<file path="src/rtl/uart_pkg.sv">
// rtl/uart_pkg.sv - shared constants and helpers for the buffered UART transmitter
// Serializer state encoding, frame geometry and bit-time computation.
package uart_pkg;

  localparam logic [1:0] IDLE  = 2'd0;
  localparam logic [1:0] START = 2'd1;
  localparam logic [1:0] DATA  = 2'd2;
  localparam logic [1:0] STOP  = 2'd3;

  localparam int DATA_BITS  = 8;
  localparam int FRAME_BITS = 10;

  function automatic int symbol_time(input int clock_freq, input int baud_rate);
    return clock_freq / baud_rate;
  endfunction

endpackage

</file>
<file path="src/rtl/byte_fifo.sv">
// rtl/byte_fifo.sv - synchronous FIFO with combinational head read
// Push is dropped when full and pop is dropped when empty, so callers may drive them freely.
module byte_fifo #(
  parameter int WIDTH = 8,
  parameter int DEPTH = 8
) (
  input  logic                         clk,
  input  logic                         reset,
  input  logic                         push,
  input  logic                         pop,
  input  logic [WIDTH-1:0]             data,
  output logic [WIDTH-1:0]             head,
  output logic                         full,
  output logic                         empty,
  output logic [$clog2(DEPTH+1)-1:0]   count
);

  localparam int AW = $clog2(DEPTH);
  localparam int CW = $clog2(DEPTH+1);

  logic [WIDTH-1:0] mem [DEPTH];
  logic [AW-1:0]    wr_ptr;
  logic [AW-1:0]    rd_ptr;
  logic             do_push;
  logic             do_pop;

  assign full    = (count == CW'(DEPTH));
  assign empty   = (count == '0);
  assign do_push = push & ~full;
  assign do_pop  = pop & ~empty;
  assign head    = mem[rd_ptr];

  // Storage needs no reset; the pointers and count define what is valid.
  always_ff @(posedge clk) begin
    if (do_push) mem[wr_ptr] <= data;
  end

  always_ff @(posedge clk or posedge reset) begin
    if (reset) begin
      wr_ptr <= '0;
      rd_ptr <= '0;
      count  <= '0;
    end else begin
      if (do_push) wr_ptr <= wr_ptr + AW'(1);
      if (do_pop)  rd_ptr <= rd_ptr + AW'(1);
      case ({do_push, do_pop})
        2'b10:   count <= count + CW'(1);
        2'b01:   count <= count - CW'(1);
        default: count <= count;
      endcase
    end
  end

endmodule

</file>
<file path="src/rtl/uart_tx_fifo.sv">
// rtl/uart_tx_fifo.sv - FIFO-buffered 8N1 UART transmitter
// Bytes queue in byte_fifo; the serializer pops back-to-back frames with no idle gap.
module uart_tx_fifo
  import uart_pkg::*;
#(
  parameter int CLOCK_FREQ = 125_000_000,
  parameter int BAUD_RATE  = 1_000_000,
  parameter int FIFO_DEPTH = 8
) (
  input  logic                            clk,
  input  logic                            reset,
  input  logic [7:0]                      data_in,
  input  logic                            data_in_valid,
  output logic                            data_in_ready,
  output logic                            serial_out,
  output logic                            tx_busy,
  output logic [$clog2(FIFO_DEPTH+1)-1:0] fifo_count
);

  localparam int SYMBOL_EDGE_TIME = symbol_time(CLOCK_FREQ, BAUD_RATE);
  localparam int CW = $clog2(SYMBOL_EDGE_TIME);

  logic [1:0]    state;
  logic [1:0]    state_next;
  logic [CW-1:0] cyc;
  logic [2:0]    bit_idx;
  logic [7:0]    shift;
  logic [7:0]    shift_next;
  logic [7:0]    head;
  logic          serial_next;
  logic          tick;
  logic          pop;
  logic          push;
  logic          full;
  logic          empty;

  assign data_in_ready = ~full;
  assign push          = data_in_valid & data_in_ready;
  assign tx_busy       = (state != IDLE);
  assign tick          = (cyc == CW'(SYMBOL_EDGE_TIME - 1));

  byte_fifo #(.WIDTH(8), .DEPTH(FIFO_DEPTH)) u_fifo (
    .clk   (clk),
    .reset (reset),
    .push  (push),
    .pop   (pop),
    .data  (data_in),
    .head  (head),
    .full  (full),
    .empty (empty),
    .count (fifo_count)
  );

  always_ff @(posedge clk or posedge reset) begin
    if (reset) begin
      state      <= IDLE;
      serial_out <= 1'b1;
    end else begin
      state      <= state_next;
      serial_out <= serial_next;
    end
  end

  always_comb begin
    state_next = state;
    pop        = 1'b0;
    case (state)
      IDLE: if (!empty) begin
        pop        = 1'b1;
        state_next = START;
      end
      START: if (tick) state_next = DATA;
      DATA:  if (tick && bit_idx == 3'(DATA_BITS - 1)) state_next = STOP;
      STOP: if (tick) begin
        if (!empty) begin
          pop        = 1'b1;
          state_next = START;
        end else begin
          state_next = IDLE;
        end
      end
      default: state_next = IDLE;
    endcase
  end

  // serial_out is registered, so drive it from the state and shift value being entered.
  always_comb begin
    shift_next = shift;
    if (pop)                         shift_next = head;
    else if (state == DATA && tick)  shift_next = {1'b0, shift[7:1]};
    case (state_next)
      START:   serial_next = 1'b0;
      DATA:    serial_next = shift_next[0];
      default: serial_next = 1'b1;
    endcase
  end

  always_ff @(posedge clk or posedge reset) begin
    if (reset) begin
      cyc     <= '0;
      bit_idx <= '0;
      shift   <= '0;
    end else begin
      shift <= shift_next;
      if (state == IDLE || pop || tick) cyc <= '0;
      else                              cyc <= cyc + CW'(1);
      if (state == START && tick)      bit_idx <= '0;
      else if (state == DATA && tick)  bit_idx <= bit_idx + 3'd1;
    end
  end

endmodule

</file>
<file path="config.mk">
export PLATFORM = sky130hd
export DESIGN_NAME = uart_tx_fifo
export DESIGN_NICKNAME = d
export VERILOG_FILES = /design/src/rtl/uart_pkg.sv /design/src/rtl/byte_fifo.sv /design/src/rtl/uart_tx_fifo.sv
export SDC_FILE = /design/constraint.sdc
export NUM_CORES = 1
export LEC_CHECK = 0
export CAP_MARGIN = 10
export CORE_MARGIN = 10
export CORE_UTILIZATION = 30
export CTS_BUF_LIST = sky130_fd_sc_hd__clkbuf_8
export DETAILED_ROUTE_END_ITERATION = 16
export SLEW_MARGIN = 25
export SYNTH_ARGS = -nofsm -noshare
export SYNTH_HDL_FRONTEND = slang
export SYNTH_SLANG_ARGS = --single-unit
</file>
<file path="constraint.sdc">
create_clock -name clk -period 3.27 [get_ports clk]
set_input_delay 0.327 -clock clk [delete_from_list [all_inputs] [get_ports clk]]
set_output_delay 0.327 -clock clk [all_outputs]
set_load 0.02 [all_outputs]
</file>
# [Word level (Yosys, flattened, before mapping)]
# Memories as Yosys holds them, arrays and structs flattened.
# Cells that the tools add are included.
[totals] register_bits=31 latch_bits=0 ramBits=64 rom_bits=0 in_bits=11 output_inout_bits=7 elab_cells=60 memories=1
[classes] addsub=6 n_mul=0 div_mod_pow=0 n_lt_le_gt_ge=0 eq_ne=10 shift=0 mux=18 bitwise=5 reduce_logical=11
[memory_table] memory="u_fifo.mem" depth=8 width=8 read_ports=1 rd_ports_with_merged_regs=0 wr=1 line_no="byte_fifo.sv:21" source="logic [WIDTH-1:0] mem [DEPTH];"
[op_table] operator="$mux W8" n=2
[op_table] operator="$add A3 B1 Y3 const B" n=3
[op_table] operator="$eq A2 B2 Y1 const B" n=4
[op_table] operator="$mux W2" n=4
[op_table] operator="$pmux W2 S4" n=1
[op_table] operator="$pmux W4 S2" n=1
[op_table] operator="$reduce_bool A2 Y1" n=4
[op_table] operator="$add A7 B1 Y7 const B" n=1
[op_table] operator="$eq A7 B7 Y1 const B" n=1
[op_table] operator="$mux W7" n=1
[op_table] operator="$eq A2 B1 Y1 const B" n=3
[op_table] operator="$mux W3" n=2
[op_table] operator="$mux W1" n=5
[op_table] operator="$add A4 B1 Y4 const B" n=1
[op_table] operator="$eq A4 B4 Y1 const B" n=1
[op_table] operator="$logic_not A4 Y1" n=1
[op_table] operator="$pmux W1 S2" n=2
[op_table] operator="$sub A4 B1 Y4 const B" n=1
[op_table] operator="$and A1 B1 Y1" n=3
[op_table] operator="$eq A3 B3 Y1 const B" n=1
[op_table] operator="$logic_and A1 B1 Y1" n=3
[op_table] operator="$logic_not A2 Y1" n=1
[op_table] operator="$logic_or A1 B1 Y1" n=2
[op_table] operator="$not A1 Y1" n=2

# [Logic depth before layout (Yosys ltp)]
[depth] ltp_word=7 mapped_depth=14 mapped_depth_nobuf=13

# [By module]
# Synthesis repeated with hierarchy kept, for this count alone.
[unflattened] hier_cells=281 area_unflattened_um2=4364.2
[by_module_without_submodules] mod="byte_fifo" n_inst=1 cells_per_inst=161 area_each_um2=3135.5 seq_area_each_um2=2172.1
[by_module_without_submodules] mod="uart_tx_fifo" n_inst=1 cells_per_inst=120 area_each_um2=1228.7 seq_area_each_um2=526.8

# [Worst setup path after synthesis]
# Ideal clock, no wire load.
[synth_timing] path_type="reg-to-reg" start="reg u_fifo.count[1]" end="reg u_fifo.count[2]" setup_ns=0.135 arrival_ns=2.583 required_time_ns=3.135 setup_slack_ns=0.552 path_stages_with_launch=14 n_path_buf=2 period_less_slack_ns=2.718 path_cell_list="dfrtp_1 clkbuf_1 nor4_1 or2_1 or2_1 buf_2 inv_2 ha_1 xor2_1 ha_1 a21oi_1 xor2_1 nor2_1 xor2_1"
[synth_via] elab_chain_cells=7 word_cells_on_any_way=16 classes_between="add/sub (2); eq/ne (3); mux (4); bitwise (5); reduce/logical (2)"
[synth_lines] element="from (decl)" line_no="byte_fifo.sv:15" source="output logic [$clog2(DEPTH+1)-1:0] count"
[synth_lines] element="from (signal assigned)" line_no="byte_fifo.sv:47" source="2'b10: count <= count + CW'(1);"
[synth_lines] element="from (signal assigned)" line_no="byte_fifo.sv:48" source="2'b01: count <= count - CW'(1);"
[synth_lines] element="from (signal assigned)" line_no="byte_fifo.sv:49" source="default: count <= count;"
[synth_lines] element="$logic_not A4 Y1 (*)" line_no="byte_fifo.sv:28" source="assign empty = (count == '0);"
[synth_lines] element="$mux W1" line_no="uart_tx_fifo.sv:68, uart_tx_fifo.sv:75"
[synth_lines] element="$mux W1" line_no="uart_tx_fifo.sv:74" source="STOP: if (tick) begin"
[synth_lines] element="$pmux W1 S2" line_no="uart_tx_fifo.sv:67" source="case (state)"
[synth_lines] element="$and A1 B1 Y1 (*)" line_no="byte_fifo.sv:30" source="assign do_pop = pop & ~empty;"
[synth_lines] element="net u_fifo.do_pop" line_no="byte_fifo.sv:25" source="logic do_pop;"
[synth_lines] element="$eq A2 B1 Y1 / $eq A2 B2 Y1 (equally long branches)" line_no="byte_fifo.sv:46" source="case ({do_push, do_pop})"
[synth_lines] element="$pmux W4 S2 / $reduce_bool A2 Y1 (equally long branches)"
# Mark *: on every way through the listed nets, which the timed path passes. The rest lies on a longest branch.
# A chain may end at the register's enable or synchronous reset.

# [Worst setup path after layout]
[layout_timing] start="reg cyc[0]" end="reg u_fifo.count[2]"
[layout_via] elab_chain_cells=6 word_cells_on_any_way=8 classes_between="eq/ne (3); mux (3); bitwise (1); reduce/logical (1)"
[layout_lines] element="from (decl)" line_no="uart_tx_fifo.sv:25" source="logic [CW-1:0] cyc;"
[layout_lines] element="from (signal assigned)" line_no="uart_tx_fifo.sv:106" source="else cyc <= cyc + CW'(1);"
[layout_lines] element="$eq A7 B7 Y1 (*)" line_no="uart_tx_fifo.sv:40" source="assign tick = (cyc == CW'(SYMBOL_EDGE_TIME - 1));"
[layout_lines] element="$mux W1 (*)" line_no="uart_tx_fifo.sv:74"
[layout_lines] element="$pmux W1 S2 (*)" line_no="uart_tx_fifo.sv:67"
[layout_lines] element="$and A1 B1 Y1 (*)" line_no="byte_fifo.sv:30"
[layout_lines] element="net u_fifo.do_pop" line_no="byte_fifo.sv:25"
[layout_lines] element="$eq A2 B1 Y1 / $eq A2 B2 Y1 (equally long branches)" line_no="byte_fifo.sv:46"
[layout_lines] element="$pmux W4 S2 / $reduce_bool A2 Y1 (equally long branches)"
# Marked as above.

==> summary.md <==
Clock tree
* 0.09 ns — Clk pin slew, worst setup/hold paths
* 0 — number of gates given a new drive strength after cts
* 95 — clock sink count
* 0.36 ns — clock latency reported for the late side of the worst-skew pair
* 0 — buffers inserted during post-CTS setup optimization
* 3 — H-tree Lvls
* 2 — number of buffers on the longest clock path
* 0 — count of hold-fix buffers inserted at cts
* 9 — Inserted Clock Buffers
* sky130_fd_sc_hd__clkbuf_8 — clock root buffer
* built — CTS tree

Timing
* 0 — number of pins with negative max-slew slack in the final report
* 0 — final number of setup-violating endpoints
* 0.3614 — relative slew slack
* 375.7 MHz — max frequency
* no — setup repair after global routing missed its margin
* 2.661 ns — fin crit period
* 0 ns — post-route setup TNS
* 0.8139 — fin crit share
* 0.9544 ns — slew at the pin closest to its max-slew limit
* 0.01067 ns — worst-case clock skew
* 0 — final hold vios

Worst setup path
* flop — kind of start point of the critical path
* 5 — maximum fanout count along the critical path
* sky130_fd_sc_hd__dfrtp_1 — Slowest-stage cell, CP
* flop to flop — Setup CP Type
* 3.51 ns — Required @ worst endpoint
* 2.90 ns — data arrival time of the critical path
* 0.39 ns — maximum cell stage delay along the critical path
* inv_1, ha_1, and4_1, a41oi_1, or2_1, inv_2, ha_1, xor2_1, ha_1, a21oi_1, xor2_1, nor2_1, xor2_1 — cells along the critical path
* flop — kind of capture point of the worst setup path

Power and ir drop
* 3736 µW — Final Total Pwr
* 0.001773 µW — P_leak
* 256.4 µV — VDD IR max
* 783.3 nW/µm² — Power per Cell Area

Layout
* 324 — number of nets in the layout
* 14.68% — synth-to-layout area growth
* 0.1382 — share of post-route cells with drive strength above 1
* 0 — Inserted Diodes
* 1287 — fillcell total

Placed design
* 0.7386 — final weighted congestion in routability-driven placement
* 17 — IO buf count
* 4995 µm — half-perimeter wire length of the detailed placement result

Floorplanning
* 0.3104 — initial core utilization
* 137.7 µm — Die Ht
* 137.7 µm — Die Wd
* 18970 µm² — Die ar.
* 18 — io pins
* 42 — number of standard-cell rows in the floorplan
* 13400 µm² — Floorplan Core Area

GRT
* 12000 µm — first-pass GRT wire length
* 0.08428 — global-route usage over all layers
* 0 — initial antenna violation count
* 18 — largest net degree at the start of global routing
* 2270 — via count of the first global-routing pass
* 0 — sum of overflow across all layers after global routing

Yosys
* 95 — post-synthesis register bit count
* sky130_fd_sc_hd__edfxtp_1 — cell type with the largest total area after synthesis
* sky130_fd_sc_hd__edfxtp_1 — flip-flop cell with the highest count after synthesis
* 0.3263 — share of flip-flops with an asynchronous set or reset after synthesis
* 270 — Mapped Cells
* sky130_fd_sc_hd__edfxtp_1, sky130_fd_sc_hd__dfrtp_1, sky130_fd_sc_hd__mux4_2 — top post-synthesis cells by area
* 4159 µm² — post-synthesis instance area
* 64 — EDFF count, synth
* 0.4621 — share of Yosys cell area claimed by the top area cell type
* 0 — warnings from Yosys
* 0.6489 — share of synthesized area occupied by flip-flops and latches
* 15.40 µm² — syn avg cell area
* 295 — synthesized net count
* 46 — Cell variety after synth

Worst hold path
* primary input to asynchronous set/reset pin — class of the most critical hold timing path

Route
* 4 — number of detailed-route iterations in the first pass
* 4.771 — detail-routed via count per cell
* 0 — DRC errors left
* 0 — antenna violation net count after detailed routing
* 2290 — via total after detailed routing
* 110 — violation count after the first detailed-route iteration
* 7514 µm — total wire length
* 15.65 µm — routed length per placed instance

Job
* 0 — number of max-cap violations

Outcome
* complete, no violations — result of the run

==> registers in the layout, indices dropped and copies added, names as in the netlist <==
signal / flops
cyc: 7
u_fifo.rd_ptr: 3
state: 2
serial_out: 1
u_fifo.mem: 64
u_fifo.count: 4
shift: 8
u_fifo.wr_ptr: 3
bit_idx: 3
==> cell type report <==
type	count	area [µm²]	share of cell area
sequential	95	2699	0.5658
tap	176	220.2	0.04617
clock buffer	9	123.9	0.02597
clock inverter	7	78.83	0.01653
inverter	8	30.03	0.006296
timing repair buffer	28	252.7	0.05299
multi-input combinational	157	1365	0.2862
==> cells in the mapped netlist (5+ instances only) <==
library cell	instances
sky130_fd_sc_hd__inv_1	7
sky130_fd_sc_hd__xnor2_1	7
sky130_fd_sc_hd__nor2b_1	7
sky130_fd_sc_hd__edfxtp_1	64
sky130_fd_sc_hd__mux4_2	9
sky130_fd_sc_hd__nand3_1	6
sky130_fd_sc_hd__mux4_1	7
sky130_fd_sc_hd__clkbuf_1	5
sky130_fd_sc_hd__a211oi_1	6
sky130_fd_sc_hd__dfrtp_1	30
sky130_fd_sc_hd__a21oi_1	11
sky130_fd_sc_hd__mux2i_1	8
sky130_fd_sc_hd__xor2_1	6
sky130_fd_sc_hd__ha_1	14
sky130_fd_sc_hd__nor2_1	20
sky130_fd_sc_hd__nand2_1	14
==> path summary, 6_finish.rpt <==
path | depth (start not counted) | startpoint | slack [ns] | endpoint
setup / recovery | 13 | cyc[0] | 0.61 | u_fifo.count[2]
hold / removal | 2 | reset | 0.34 | shift[0]
setup reg to reg | 13 | cyc[0] | 0.61 | u_fifo.count[2]
hold reg to reg | 1 | cyc[0] | 0.49 | cyc[0]
max in group asynchronous | 3 | reset | 2.21 | serial_out
min in group clk | 1 | cyc[0] | 0.49 | cyc[0]
==> cells by family (layout without fill, tap and decap cells) <==
kind of cell,Yosys count,after routing,synth area share
xor+xnor,13,13,0.02738
simple gates,70,70,0.08484
fa+ha+maj,14,14,0.04212
compound gates,32,32,0.05084
flops,95,95,0.6489
buf+inv,18,52,0.02286
mux,28,28,0.1230
==> placed cells by master (no fill, tap or decap), types with 2 or more instances in the layout <==
cell type | Yosys | layout
sky130_fd_sc_hd__mux2_2 | 3 | 3
sky130_fd_sc_hd__buf_4 | 0 | 11
sky130_fd_sc_hd__edfxtp_1 | 64 | 64
sky130_fd_sc_hd__mux2i_1 | 8 | 8
sky130_fd_sc_hd__inv_6 | 0 | 3
sky130_fd_sc_hd__nand4_1 | 2 | 2
sky130_fd_sc_hd__xor2_1 | 6 | 6
sky130_fd_sc_hd__o21ai_0 | 2 | 2
sky130_fd_sc_hd__nand2_1 | 14 | 14
sky130_fd_sc_hd__mux4_1 | 7 | 7
sky130_fd_sc_hd__a211oi_1 | 6 | 6
sky130_fd_sc_hd__nor3_1 | 4 | 4
sky130_fd_sc_hd__o21ai_1 | 3 | 3
sky130_fd_sc_hd__dfrtp_1 | 30 | 30
sky130_fd_sc_hd__clkdlybuf4s50_1 | 0 | 17
sky130_fd_sc_hd__clkbuf_8 | 0 | 9
sky130_fd_sc_hd__inv_1 | 7 | 8
sky130_fd_sc_hd__nand3_1 | 6 | 6
sky130_fd_sc_hd__or2_1 | 4 | 4
sky130_fd_sc_hd__ha_1 | 14 | 14
sky130_fd_sc_hd__nand3b_1 | 4 | 4
sky130_fd_sc_hd__a21oi_1 | 11 | 11
sky130_fd_sc_hd__mux4_2 | 9 | 9
sky130_fd_sc_hd__nor2_1 | 20 | 20
sky130_fd_sc_hd__xnor2_1 | 7 | 7
sky130_fd_sc_hd__nand2b_1 | 3 | 3
sky130_fd_sc_hd__nor2b_1 | 7 | 7
==> per-stage QoR <==
step	utilization	cells	worst slack (ns)	area, µm²	hold WS [ns]
2_1_floorplan	-	270	0.5519	4159	0.4259
3_3_place_gp	0.3408	464	0.7164	4567	0.4725
3_5_place_dp	0.3408	464	0.6126	4567	0.4776
4_1_cts	0.3559	480	0.5958	4770	0.3500
5_1_grt	0.3559	480	0.3919	4770	0.3911
6_report	0.3559	480	0.6087	4770	0.3406
==> metal layers <==
| layer | up-vias | part of all wire | track usage |
|---|---|---|---|
| met4 | 0 | 0.012 | 0.02433 |
| met2 | 42 | 0.52 | 0.1480 |
| met5 | - | 0 | 0 |
| met1 | 1154 | 0.44 | 0.09571 |
| li1 | 1085 | - | - |
| met3 | 9 | 0.035 | 0.02731 |
==> critical path, delay by kind of cell (launching register included) <==
kind                       cells  cell delay [ns]
buffers and inverters          2             0.12
AOI/OAI and AO/OA              2             0.45
DFF                            1             0.39
and+or+nand+nor                3             0.47
xor gates and xnor gates       3             0.47
adders and majority gates      3             0.64
==> where the power goes <==
group	total, µW	internal (µW)	switching (µW)
clock network	789	364	425
registers	1780	1560	226
logic	1170	597	569
No activity file was read; power rests on OpenSTA's default activity.
